[config.mk]
export PLATFORM = sky130hd
export DESIGN_NAME = ret_addr_stack
export DESIGN_NICKNAME = d
export VERILOG_FILES = /design/src/rtl/rat_pkg.sv /design/src/rtl/ret_stack_mem.sv /design/src/rtl/ret_addr_stack.sv
export SDC_FILE = /design/constraint.sdc
export NUM_CORES = 1
export LEC_CHECK = 0
export ABC_AREA = 1
export CORE_AREA = 2 2 193 195
export CTS_BUF_LIST = sky130_fd_sc_hd__clkbuf_4 sky130_fd_sc_hd__clkbuf_8
export DETAILED_ROUTE_END_ITERATION = 10
export DIE_AREA = 0 0 195 197
export SLEW_MARGIN = 20
export SYNTH_ARGS = -nofsm -noshare
export SYNTH_HDL_FRONTEND = slang
export SYNTH_HIERARCHICAL = 1
export SYNTH_SLANG_ARGS = --single-unit
[constraint.sdc]
create_clock -name CLK -period 7.6 [get_ports CLK]
set_input_delay 1.52 -clock CLK [delete_from_list [all_inputs] [get_ports CLK]]
set_output_delay 1.52 -clock CLK [all_outputs]
set_load 0.01 [all_outputs]
[src/rtl/rat_pkg.sv]
// Shared RAT CPU definitions: program-address width and type, plus the
// per-cycle operation decode used by the return-address stack.
package rat_pkg;

    localparam int unsigned PC_W = 10;

    typedef logic [PC_W-1:0] pc_addr_t;

    typedef enum logic [2:0] {
        OP_HOLD,
        OP_PUSH,
        OP_POP,
        OP_REPLACE,
        OP_OVF,
        OP_UNF
    } stack_op_e;

endpackage

[src/rtl/ret_stack_mem.sv]
// DEPTH x PC_W single-write-port RAM with an asynchronous read port,
// sized and shaped to map onto distributed RAM.
module ret_stack_mem #(
    parameter int unsigned DEPTH = 32,
    parameter int unsigned PC_W  = 10,
    localparam int unsigned AW   = $clog2(DEPTH)
) (
    input  logic            CLK,
    input  logic            i_we,
    input  logic [AW-1:0]   i_waddr,
    input  logic [PC_W-1:0] i_wdata,
    input  logic [AW-1:0]   i_raddr,
    output logic [PC_W-1:0] o_rdata
);

    logic [PC_W-1:0] r_mem [DEPTH];

    always_ff @(posedge CLK) begin
        if (i_we) begin
            r_mem[i_waddr] <= i_wdata;
        end
    end

    assign o_rdata = r_mem[i_raddr];

endmodule

[src/rtl/ret_addr_stack.sv]
// Return-address stack feeding the PC mux: pushes PC+1 on CALL, exposes the
// top entry combinationally for RET/RETIE, and tracks sticky OVF/UNF errors.
module ret_addr_stack #(
    parameter int unsigned DEPTH = 32,
    parameter int unsigned PC_W  = 10,
    localparam int unsigned AW   = $clog2(DEPTH),
    localparam int unsigned SPW  = AW + 1
) (
    input  logic            CLK,
    input  logic            RST,
    input  logic            PUSH,
    input  logic            POP,
    input  logic [PC_W-1:0] PC_COUNT,
    output logic [PC_W-1:0] FROM_STACK,
    output logic [SPW-1:0]  SP,
    output logic            EMPTY,
    output logic            FULL,
    output logic            OVF,
    output logic            UNF
);

    import rat_pkg::*;

    localparam logic [SPW-1:0] SP_ONE = SPW'(1);
    localparam logic [SPW-1:0] SP_MAX = SPW'(DEPTH);

    logic [SPW-1:0]  r_sp;
    logic            r_ovf;
    logic            r_unf;

    stack_op_e       w_op;
    logic            w_empty;
    logic            w_full;
    logic [AW-1:0]   w_top_idx;
    logic            w_we;
    logic [AW-1:0]   w_waddr;
    logic [PC_W-1:0] w_wdata;
    logic [PC_W-1:0] w_rdata;

    assign w_empty   = (r_sp == '0);
    assign w_full    = (r_sp == SP_MAX);
    assign w_top_idx = r_sp[AW-1:0] - AW'(1);
    assign w_wdata   = PC_COUNT + PC_W'(1);

    // PUSH+POP on an empty stack degenerates to a plain push (no UNF);
    // on a non-empty stack it overwrites the top in place, even when full.
    always_comb begin
        w_op = OP_HOLD;
        unique case ({PUSH, POP})
            2'b10:   w_op = w_full  ? OP_OVF : OP_PUSH;
            2'b01:   w_op = w_empty ? OP_UNF : OP_POP;
            2'b11:   w_op = w_empty ? OP_PUSH : OP_REPLACE;
            default: w_op = OP_HOLD;
        endcase
    end

    assign w_we    = !RST && (w_op == OP_PUSH || w_op == OP_REPLACE);
    assign w_waddr = (w_op == OP_REPLACE) ? w_top_idx : r_sp[AW-1:0];

    always_ff @(posedge CLK) begin
        if (RST) begin
            r_sp  <= '0;
            r_ovf <= 1'b0;
            r_unf <= 1'b0;
        end else begin
            unique case (w_op)
                OP_PUSH: r_sp  <= r_sp + SP_ONE;
                OP_POP:  r_sp  <= r_sp - SP_ONE;
                OP_OVF:  r_ovf <= 1'b1;
                OP_UNF:  r_unf <= 1'b1;
                default: ;
            endcase
        end
    end

    ret_stack_mem #(
        .DEPTH (DEPTH),
        .PC_W  (PC_W)
    ) u_mem (
        .CLK     (CLK),
        .i_we    (w_we),
        .i_waddr (w_waddr),
        .i_wdata (w_wdata),
        .i_raddr (w_top_idx),
        .o_rdata (w_rdata)
    );

    assign FROM_STACK = w_empty ? '0 : w_rdata;
    assign SP         = r_sp;
    assign EMPTY      = w_empty;
    assign FULL       = w_full;
    assign OVF        = r_ovf;
    assign UNF        = r_unf;

endmodule
==> impl_metrics.xml <==
<?xml version="1.0" encoding="UTF-8"?>
<metrics>
  <group name="run_status">
    <metric name="status" unit="">finished clean</metric>
  </group>
  <group name="detailed_routing">
    <metric name="number_of_vias_per_cell_after_detailed_routing" unit="">5.10</metric>
    <metric name="wl_per_cell" unit="um">18.7</metric>
    <metric name="initialDrtViolationCount" unit="">839</metric>
    <metric name="antenna_left" unit="">0</metric>
    <metric name="post_detailed_routing_wire_length" unit="um">34200</metric>
    <metric name="drt_pass_1_iters" unit="">8</metric>
    <metric name="vias" unit="">9336</metric>
    <metric name="drt_drc_violations_left" unit="">0</metric>
  </group>
  <group name="global_routing">
    <metric name="grt.total_usage" unit="%">17.8</metric>
    <metric name="grt_pass1_wl" unit="um">52600</metric>
    <metric name="grt_start_max_net_pins" unit="">88</metric>
    <metric name="grt_overflow" unit="">0</metric>
    <metric name="grt_antenna_before_repair" unit="">0</metric>
    <metric name="vias_in_the_first_global_route" unit="">9042</metric>
  </group>
  <group name="setup_path">
    <metric name="reg2reg_launch_point" unit="">SP[0]$_SDFFE_PP0P_</metric>
    <metric name="cp_most_frequent_cell" unit="">nand2_1</metric>
    <metric name="crit_slowest_cell" unit="">inv_4</metric>
    <metric name="critical_path_launch_point_type" unit="">flop</metric>
    <metric name="worst-endpoint-required" unit="ns">6.08</metric>
    <metric name="critical_path.max_stage_delay" unit="ns">0.64</metric>
    <metric name="timing.critical_path.fanout_max" unit="">78</metric>
    <metric name="cp_cell_sequence" unit="">inv_4 -&gt; ha_1 -&gt; xor2_4 -&gt; clkinv_1 -&gt; buf_4 -&gt; nand3_1 -&gt; nand2_1 -&gt; nand2_1 -&gt; nand2_1 -&gt; nand2_1 -&gt; nand2_1 -&gt; nand2_1 -&gt; inv_1 -&gt; clkdlybuf4s50_1</metric>
    <metric name="criticalPathCategory" unit="">reg2out</metric>
    <metric name="timing.critical_path.to_type" unit="">primary output</metric>
    <metric name="timing.reg2reg.worst_path_depth" unit="">8</metric>
    <metric name="critical_path_arrival" unit="ns">4.57</metric>
    <metric name="setup.reg_to_reg.worst_slack" unit="ns">3.22</metric>
    <metric name="critical_path.reg2reg.endpoint" unit="">u_mem/r_mem[4][9]$_DFFE_PP_</metric>
  </group>
  <group name="pwr">
    <metric name="power_density" unit="nW/um^2">368</metric>
    <metric name="internal_dissipation" unit="W">0.00359</metric>
    <metric name="report.power.total" unit="W">0.00584</metric>
    <metric name="p_sw" unit="W">0.00225</metric>
    <metric name="netSwitchingFraction" unit="%">38.5</metric>
    <metric name="p_seq_share" unit="%">35.7</metric>
    <metric name="cellLeakagePower" unit="nW">5.92</metric>
    <metric name="combPwrFrac" unit="%">38.4</metric>
    <metric name="share_clk_of_total_power" unit="%">25.9</metric>
    <metric name="irDropWorstVdd" unit="uV">303</metric>
  </group>
  <group name="synth">
    <metric name="post_synth_num_cell_types" unit="">32</metric>
    <metric name="synthDominantCellAreaShare" unit="%">68.3</metric>
    <metric name="syn_inst" unit="">1283</metric>
    <metric name="mappedNetlistNets" unit="">1300</metric>
    <metric name="synth_area_per_cell" unit="sq um">11.0</metric>
    <metric name="synthesis.yosys.warnings" unit="">6</metric>
    <metric name="synth_top_area_cell" unit="">edfxtp_1</metric>
    <metric name="postSynth.topFlopCell" unit="">edfxtp_1</metric>
    <metric name="synth-seq-cells" unit="">328</metric>
    <metric name="synth-async-reset-ratio" unit="%">0</metric>
    <metric name="synth_sequential_area_ratio" unit="%">69.4</metric>
    <metric name="synth.cell_area" unit="sq um">14100</metric>
    <metric name="yosysMostFrequentCell" unit="">nand2_1</metric>
    <metric name="synth-edff-count" unit="">320</metric>
    <metric name="synth.top_cells.by_count" unit="">nand2_1, edfxtp_1, nand3_1</metric>
    <metric name="synth.area.top_cells" unit="">edfxtp_1, nand2_1, nand3_1</metric>
  </group>
  <group name="clock_network">
    <metric name="clock_sink_count" unit="">328</metric>
    <metric name="tritoncts.num_buffers" unit="">52</metric>
    <metric name="count_of_hold_fix_buffers_inserted_at_cts" unit="">0</metric>
    <metric name="cts.repair_timing.setup_buffer_count" unit="">0</metric>
    <metric name="clk_pin_slew_worst_paths" unit="ns">0.06</metric>
    <metric name="cts.repair.resized" unit="">0</metric>
    <metric name="tritoncts" unit="">built</metric>
    <metric name="clk-insertion-delay-late" unit="ns">0.58</metric>
    <metric name="cts.path.max_buffers" unit="">3</metric>
    <metric name="cts_htree_levels" unit="">2</metric>
    <metric name="clock_tree.root_cell" unit="">clkbuf_8</metric>
  </group>
  <group name="floorplanning">
    <metric name="fp-row-count" unit="">70</metric>
    <metric name="io-pin-count" unit="">34</metric>
    <metric name="floorplan.initialDensity" unit="%">38.8</metric>
    <metric name="die-area" unit="sq um">38400</metric>
    <metric name="die_h" unit="um">197</metric>
    <metric name="dieWidth" unit="um">195</metric>
    <metric name="design.core.area" unit="sq um">36300</metric>
  </group>
  <group name="placement">
    <metric name="finalWeightedCongestion" unit="">0.778</metric>
    <metric name="hpwl" unit="um">19300</metric>
    <metric name="dp_cells" unit="">1735</metric>
    <metric name="port_buf_inserts" unit="">33</metric>
  </group>
  <group name="sta">
    <metric name="slew-limit-headroom" unit="%">26.2</metric>
    <metric name="grt_setup_unrepaired" unit="">false</metric>
    <metric name="report.final.hold_viol_count" unit="">0</metric>
    <metric name="setup_viol_count_final" unit="">0</metric>
    <metric name="share_of_the_cycle_needed_by_the_critical_path_after_routing" unit="%">80.2</metric>
    <metric name="tns_setup" unit="ns">0</metric>
    <metric name="maxClockFrequency" unit="MHz">164</metric>
    <metric name="final.setup_skew" unit="ns">0.0223</metric>
    <metric name="maxSlewViolCount" unit="">0</metric>
    <metric name="final.hold.worst_slack" unit="ns">0.459</metric>
    <metric name="measured_slew_at_the_worst_slew_check_pin" unit="ns">1.10</metric>
    <metric name="finalWorstPathRequiredPeriod" unit="ns">6.09</metric>
  </group>
  <group name="hold_path">
    <metric name="hold_path_startpoint" unit="">UNF$_SDFFE_PP0N_</metric>
    <metric name="worstHoldEndpoint" unit="">UNF$_SDFFE_PP0N_</metric>
    <metric name="holdPathStages" unit="">2</metric>
    <metric name="min-delay-path-class" unit="">reg2reg</metric>
  </group>
  <group name="finish">
    <metric name="nFillCells" unit="">3411</metric>
    <metric name="drive_gt1_share" unit="%">10.2</metric>
    <metric name="number_of_nets_in_the_layout" unit="">1338</metric>
    <metric name="area_growth_syn_to_layout" unit="%">12.8</metric>
    <metric name="instances_no_fill" unit="">1830</metric>
  </group>
  <group name="flow_run">
    <metric name="drv_cap" unit="">0</metric>
  </group>
</metrics>
==> critical path, delay by kind of cell, from the launching register on <==
kind / cells / cell delay, ns
flip-flops: 1 / 0.38
AND/OR/NAND/NOR: 7 / 0.66
buffers and inverters: 5 / 2.28
adder cells (fa/ha/maj): 1 / 0.48
XOR/XNOR: 1 / 0.17
==> metal layers <==
metal	up-vias	GRT usage [%]	wire length (um)
li1	4476	-	-
met1	4493	25.0	15500
met2	309	28.6	15800
met3	58	3.11	2240
met4	0	5.34	713
met5	-	0	0
==> how the worst max path moves through the flow <==
stage | from | to | cells after the start
after detailed placement | SP[0]$_SDFFE_PP0P_ | FROM_STACK[0] | 14
after floorplan | PC_COUNT[0] | u_mem/r_mem[0][8]$_DFFE_PP_ | 5
after global placement | SP[0]$_SDFFE_PP0P_ | FROM_STACK[0] | 14
after global routing | SP[0]$_SDFFE_PP0P_ | FROM_STACK[0] | 14
final | SP[0]$_SDFFE_PP0P_ | FROM_STACK[2] | 14
after CTS | SP[0]$_SDFFE_PP0P_ | FROM_STACK[2] | 14
==> through the flow <==
stage / utilization [%] / area [sq um] / setup slack [ns]
final: 43.8 / 15900 / 1.51
after global routing: 43.8 / 15900 / 1.18
after CTS: 43.8 / 15900 / 1.49
after detailed placement: 40.8 / 14800 / 2.12
after global placement: 40.8 / 14800 / 2.18
after floorplan: - / 14100 / 4.03
==> cells by family after synthesis <==
kind of cell | Yosys count | synth area share, %
AO/OA/AOI/OAI | 16 | 0.667
XOR/XNOR | 13 | 0.809
adder cells (fa/ha/maj) | 3 | 0.267
buffers and inverters | 112 | 4.16
flip-flops | 328 | 69.4
AND/OR/NAND/NOR | 811 | 24.7
==> power by group through the flow <==
stage | clock, W | combinational [W] | sequential [W]
floorplan | 0 | 0.00145 | 0.00212
detailed placement | 0 | 0.00224 | 0.00212
global placement | 0 | 0.00222 | 0.00212
CTS | 0.00154 | 0.00224 | 0.00208
global route | 0.00162 | 0.00248 | 0.00209
finish | 0.00151 | 0.00224 | 0.00208
==> flip-flops by register name, summed over array words and instances (netlist names) <==
signal       flops
u_mem/r_mem    320
SP               6
OVF              1
UNF              1
==> cells in the final DEF, fill, tap and decap left out <==
master	n
dfxtp_1	8
a21oi_1	5
o21ai_0	8
ha_1	3
nand3_2	2
nand2_1	484
buf_4	17
inv_1	37
o31ai_1	1
clkdlybuf4s50_1	33
inv_2	3
a31oi_1	1
nand2_2	9
bufinv_16	2
nor2_2	3
nand4_1	1
xor2_1	4
clkinv_1	10
clkinv_2	6
nor2_4	3
clkbuf_8	57
xor2_4	1
xor2_2	5
clkinvlp_4	3
diode_2	1
nand3_4	1
buf_12	1
inv_4	3
clkbuf_4	18
nor2_1	38
nand2_4	1
edfxtp_1	320
nand3b_1	1
nor3b_1	1
xnor2_2	3
nand3_1	267
o2111ai_2	1
==> final cells by class <==
cell class,instances,area [sq um],area share (%)
Sequential cell,328,9770,61.5
Tap cell,468,586,3.69
Timing Repair Buffer,51,478,3.01
Clock buffer,75,920,5.79
Antenna cell,1,2.50,0.0158
Multi-Input combinational cell,843,3800,23.9
Inverter,45,176,1.11
Clock inverter,19,143,0.899
Note: power is estimated with default switching activity, not from simulation.
==> RTL change 1: new RTL, same settings <==
Register the output `OVF` once more, without a reset; this adds one clock of latency there. The other outputs are not delayed to match. Comments in the files are not updated.
--- a/src/rtl/ret_addr_stack.sv
+++ b/src/rtl/ret_addr_stack.sv
@@ -89,7 +89,9 @@
     assign SP         = r_sp;
     assign EMPTY      = w_empty;
     assign FULL       = w_full;
-    assign OVF        = r_ovf;
+    always_ff @(posedge CLK) begin
+        OVF <= r_ovf;
+    end
     assign UNF        = r_unf;
 
 endmodule
Check against the original RTL: no difference found for any inputs over 4 cycles, from zero or initial values and one cycle with RST high; that may be too few to reach the edited logic, so the function may still have changed.
==> RTL change 1 against the original RTL <==
- total power decreased by 1.2%
- clock skew down 0.0022 ns
- count of clock-buffer cells in the layout is 3 higher
- global-route usage up 0.43 points
- sequential share of layout area rose by 0.33 points
- design area shrank 0.32%
- sequential cell count rose by 1
- routed wire length rose by 1.3%
- area after synthesis is 0.13% higher
- worst setup slack got worse by 0.17 ns
- final cell count is 0.44% lower
==> RTL change 1: results (changes against the original RTL) <==
placed instance area 0.01483 sq mm (+0.13%); total CTS buffers 50 (-3.8%); post-DP HPWL 19.72 mm (+2.1%); synth warn 6 (unchanged); Layout Skew 0.02013 ns (-0.002165 ns); vias in the first global route 9,206 (+1.8%); result of the run complete, no violations; net switching power 2228 uW (-1.0%); largest net degree at the start of global routing 85 (-3.4%); CTS resizes 0 (unchanged); total global routing track utilization 0.1828 (+0.004342); fraction of the yosys area taken by sequential cells 0.6948 (about the same); DR iter-0 viols 972 (+16%); layout cells sized above 1 0.1041 (+0.002005); Non-Filler Instances 1,822 (-0.44%); flop-to-flop setup slack 3.01 ns (-0.21 ns); diode count 0 (-1); most instantiated cells after synthesis 483 x nand2_1, 320 x edfxtp_1, 261 x nand3_1, 43 x nor2_1, 36 x inv_1; Met2 Wirelength 16.11 mm (+1.8%); hold crit path type reg -> reg; Worst EP arrival 4.75 ns (+0.18 ns); WL met3 2.426 mm (+8.5%); GPL Wtd Cong 0.8087 (+4.0%); largest reg by FF count u_mem/r_mem; Async S/R FF share, synth 0 (unchanged); Vias 9,438 (+1.1%); first-pass iteration count of the detailed router 5 (-3); worst hold slack 0.3574 ns (-0.1013 ns); main area contributors after synthesis edfxtp_1 68%, nand2_1 13%, nand3_1 9.3%; Post-synth EDFFs 320 (unchanged); WL met1 15.20 mm (-1.7%); P_leak 0.005870 uW (-0.83%); Least-Margin Pin Slew 1.082 ns (-0.02047 ns); clk slew on worst S/H paths 0.06 ns (about the same); wirelength, routed 34.66 mm (+1.3%); first-pass GRT wire length 53.90 mm (+2.4%); maximum vdd drop 0.2791 mV (-7.8%); Synth Instances 1,281 (-0.16%); crit-path max FO 84 (+7.7%)
## RTL change 1: cell type report
class                   count  area [sq um]
clock inverters             9         62.56
multi-input cells         845          3831
well taps                 468         585.6
flip-flops and latches    329          9789
fillers                  3458         20440
inverters                  40         155.1
repair buffers             53         480.5
clock buffers              78         917.1
## RTL change 1: path summary, 6_finish.rpt
kind / start / to / cells past startpoint
setup / recovery: SP[0] / FROM_STACK[4] / 15
setup reg to reg: SP[0] / u_mem/r_mem[27][1] / 8
hold reg to reg: r_ovf / OVF / 0
hold / removal: r_ovf / OVF / 0
## RTL change 1: stage by stage
stage          power, uW  worst slack, ns
2_1_floorplan       3570            4.027
3_3_place_gp        4352            2.004
3_5_place_dp        4363            1.950
4_1_cts             5788            1.324
5_1_grt             6109            1.007
6_report            5769            1.334
## RTL change 1: cells by family (layout without fill, tap and decap cells)
group	Yosys count	count (layout)	share of synthesized area
adder cells (fa/ha/maj)	3	3	0.002665
buffers and inverters	107	180	0.04023
AO/OA/AOI/OAI	21	21	0.008259
AND/OR/NAND/NOR	808	808	0.2459
flip-flops	329	329	0.6948
XOR/XNOR	13	13	0.008082
## RTL change 1: critical path, cell delays in order (launching register included)
cell             delay (ns)
dfxtp_1                0.38
inv_4                  0.64
buf_4                  0.84
inv_4                  0.37
buf_4                  0.40
nand2_1                0.11
nand3_1                0.10
nand3_1                0.16
nand2_1                0.11
nand2_1                0.11
nand2_1                0.06
nand2_1                0.08
nand2_1                0.10
nand2_1                0.08
inv_1                  0.05
clkdlybuf4s50_1        0.47
## RTL change 1: routing by layer
layer | up-vias | GRT usage
met5 | - | 0
met1 | 4548 | 0.2527
met2 | 348 | 0.2933
met3 | 71 | 0.03012
met4 | 0 | 0.06474
li1 | 4471 | -
## RTL change 1: power groups by stage
stage                     Combinational, uW  Sequential, uW  Clock [uW]
after global routing                   2480            2090        1530
after detailed placement               2240            2130           0
final                                  2250            2090        1430
after global placement                 2230            2130           0
after CTS                              2240            2090        1460
after floorplan                        1450            2120           0
==> RTL change 2: new RTL, same settings <==
Without the edit above. `DEPTH` is set to 32 in 2 places; all go to 64.
--- a/src/rtl/ret_stack_mem.sv
+++ b/src/rtl/ret_stack_mem.sv
@@ -1,7 +1,7 @@
 // DEPTH x PC_W single-write-port RAM with an asynchronous read port,
 // sized and shaped to map onto distributed RAM.
 module ret_stack_mem #(
-    parameter int unsigned DEPTH = 32,
+    parameter int unsigned DEPTH = 64,
     parameter int unsigned PC_W  = 10,
     localparam int unsigned AW   = $clog2(DEPTH)
 ) (
--- a/src/rtl/ret_addr_stack.sv
+++ b/src/rtl/ret_addr_stack.sv
@@ -1,7 +1,7 @@
 // Return-address stack feeding the PC mux: pushes PC+1 on CALL, exposes the
 // top entry combinationally for RET/RETIE, and tracks sticky OVF/UNF errors.
 module ret_addr_stack #(
-    parameter int unsigned DEPTH = 32,
+    parameter int unsigned DEPTH = 64,
     parameter int unsigned PC_W  = 10,
     localparam int unsigned AW   = $clog2(DEPTH),
     localparam int unsigned SPW  = AW + 1
Interface: changed (resized SP); port bits go from 34 to 35. The function was not compared with the original's and may differ.
==> RTL change 2 against the original RTL <==
- routed wire length grew 100%
- design area up 88%
- area after synthesis rose by 94%
- sequential cell count grew 321
- worst setup slack got worse by 0.57 ns
- critical path type unchanged
- total power increased by 69%
- non-clock buffer count is 15 higher
- critical path depth increased by 1
- largest power group is now registers
- die area did not move
- via count rose by 100%
- sequential share of layout area rose by 3.5 points
==> RTL change 2: results (changes against the original RTL) <==
cell area after synthesis 0.02733 sq mm (+94%); Largest stage delay, worst path 0.80 ns (+0.16 ns); number of multi-input logic gates 1,559 (+85%); Least-Margin Pin Slew 1.169 ns (+0.06616 ns); most instantiated cells after synthesis 842 x nand2_1, 640 x edfxtp_1, 564 x nand3_1, 77 x nor2_1, 60 x buf_2; XOR/XNOR Fraction of Synth Area 0.004166 (-0.003926); main area contributors after synthesis edfxtp_1 70%, nand2_1 12%, nand3_1 10%; fillers 2,065 (-39%); vias in the first global route 18,500 (+100%); Yosys cell types 34 (+6.3%); CTS sink count 649 (+98%); R2R Path End u_mem/r_mem[32][8]; Final non-clock buffer share 0.02166 (-0.008450); first-pass iteration count of the detailed router 6 (-2); largest net degree at the start of global routing 142 (+61%); max reg flops 640 (+100%); Layout Skew 0.02364 ns (+0.001353 ns); clock buf count 137 (+83%); P_leak 0.01082 uW (+83%); fraction of the yosys area taken by sequential cells 0.7098 (+0.01547); result of the run complete, no violations; first-pass GRT wire length 104.3 mm (+98%); total global routing track utilization 0.3655 (+0.1871); crit-path max FO 76 (-2.6%); Seq area share 0.6509 (+0.03537); flop-to-flop setup slack 2.45 ns (-0.77 ns)
## RTL change 2: cell types whose count changed after synthesis, sizes merged, moves of 7 or more
cell	change
buf	+65
clkbuf	+10
edfxtp	+320
inv	+7
nand2	+354
nand3	+297
nand4	+9
nor2	+40
nor4	+8
## RTL change 2: per-stage QoR
step                setup WS, ns  power [uW]  hold slack [ns]  instance area, sq um  cells
floorplan                  3.150        6101           0.5038                 27330   2402
global placement           1.838        7091           0.4642                 27880   2792
detailed placement         1.747        7164           0.4646                 27950   2793
CTS                        1.027        9800           0.4815                 29770   2965
global route              0.7772       10250           0.5149                 29800   2966
finish                    0.9341        9881           0.4813                 29800   2967
## RTL change 2: layer usage
layer  up-vias  GRT usage  wire, um
met3       204    0.08077      8714
met1      9005     0.5107     25020
met4         0     0.1713      2763
met5         -          0         0
met2      1399     0.5614     32120
li1       8438          -         -
## RTL change 2: report_power, final
group          switching [uW]  internal (uW)
clock network            1250           1430
registers                28.7           4010
logic                    2290            878
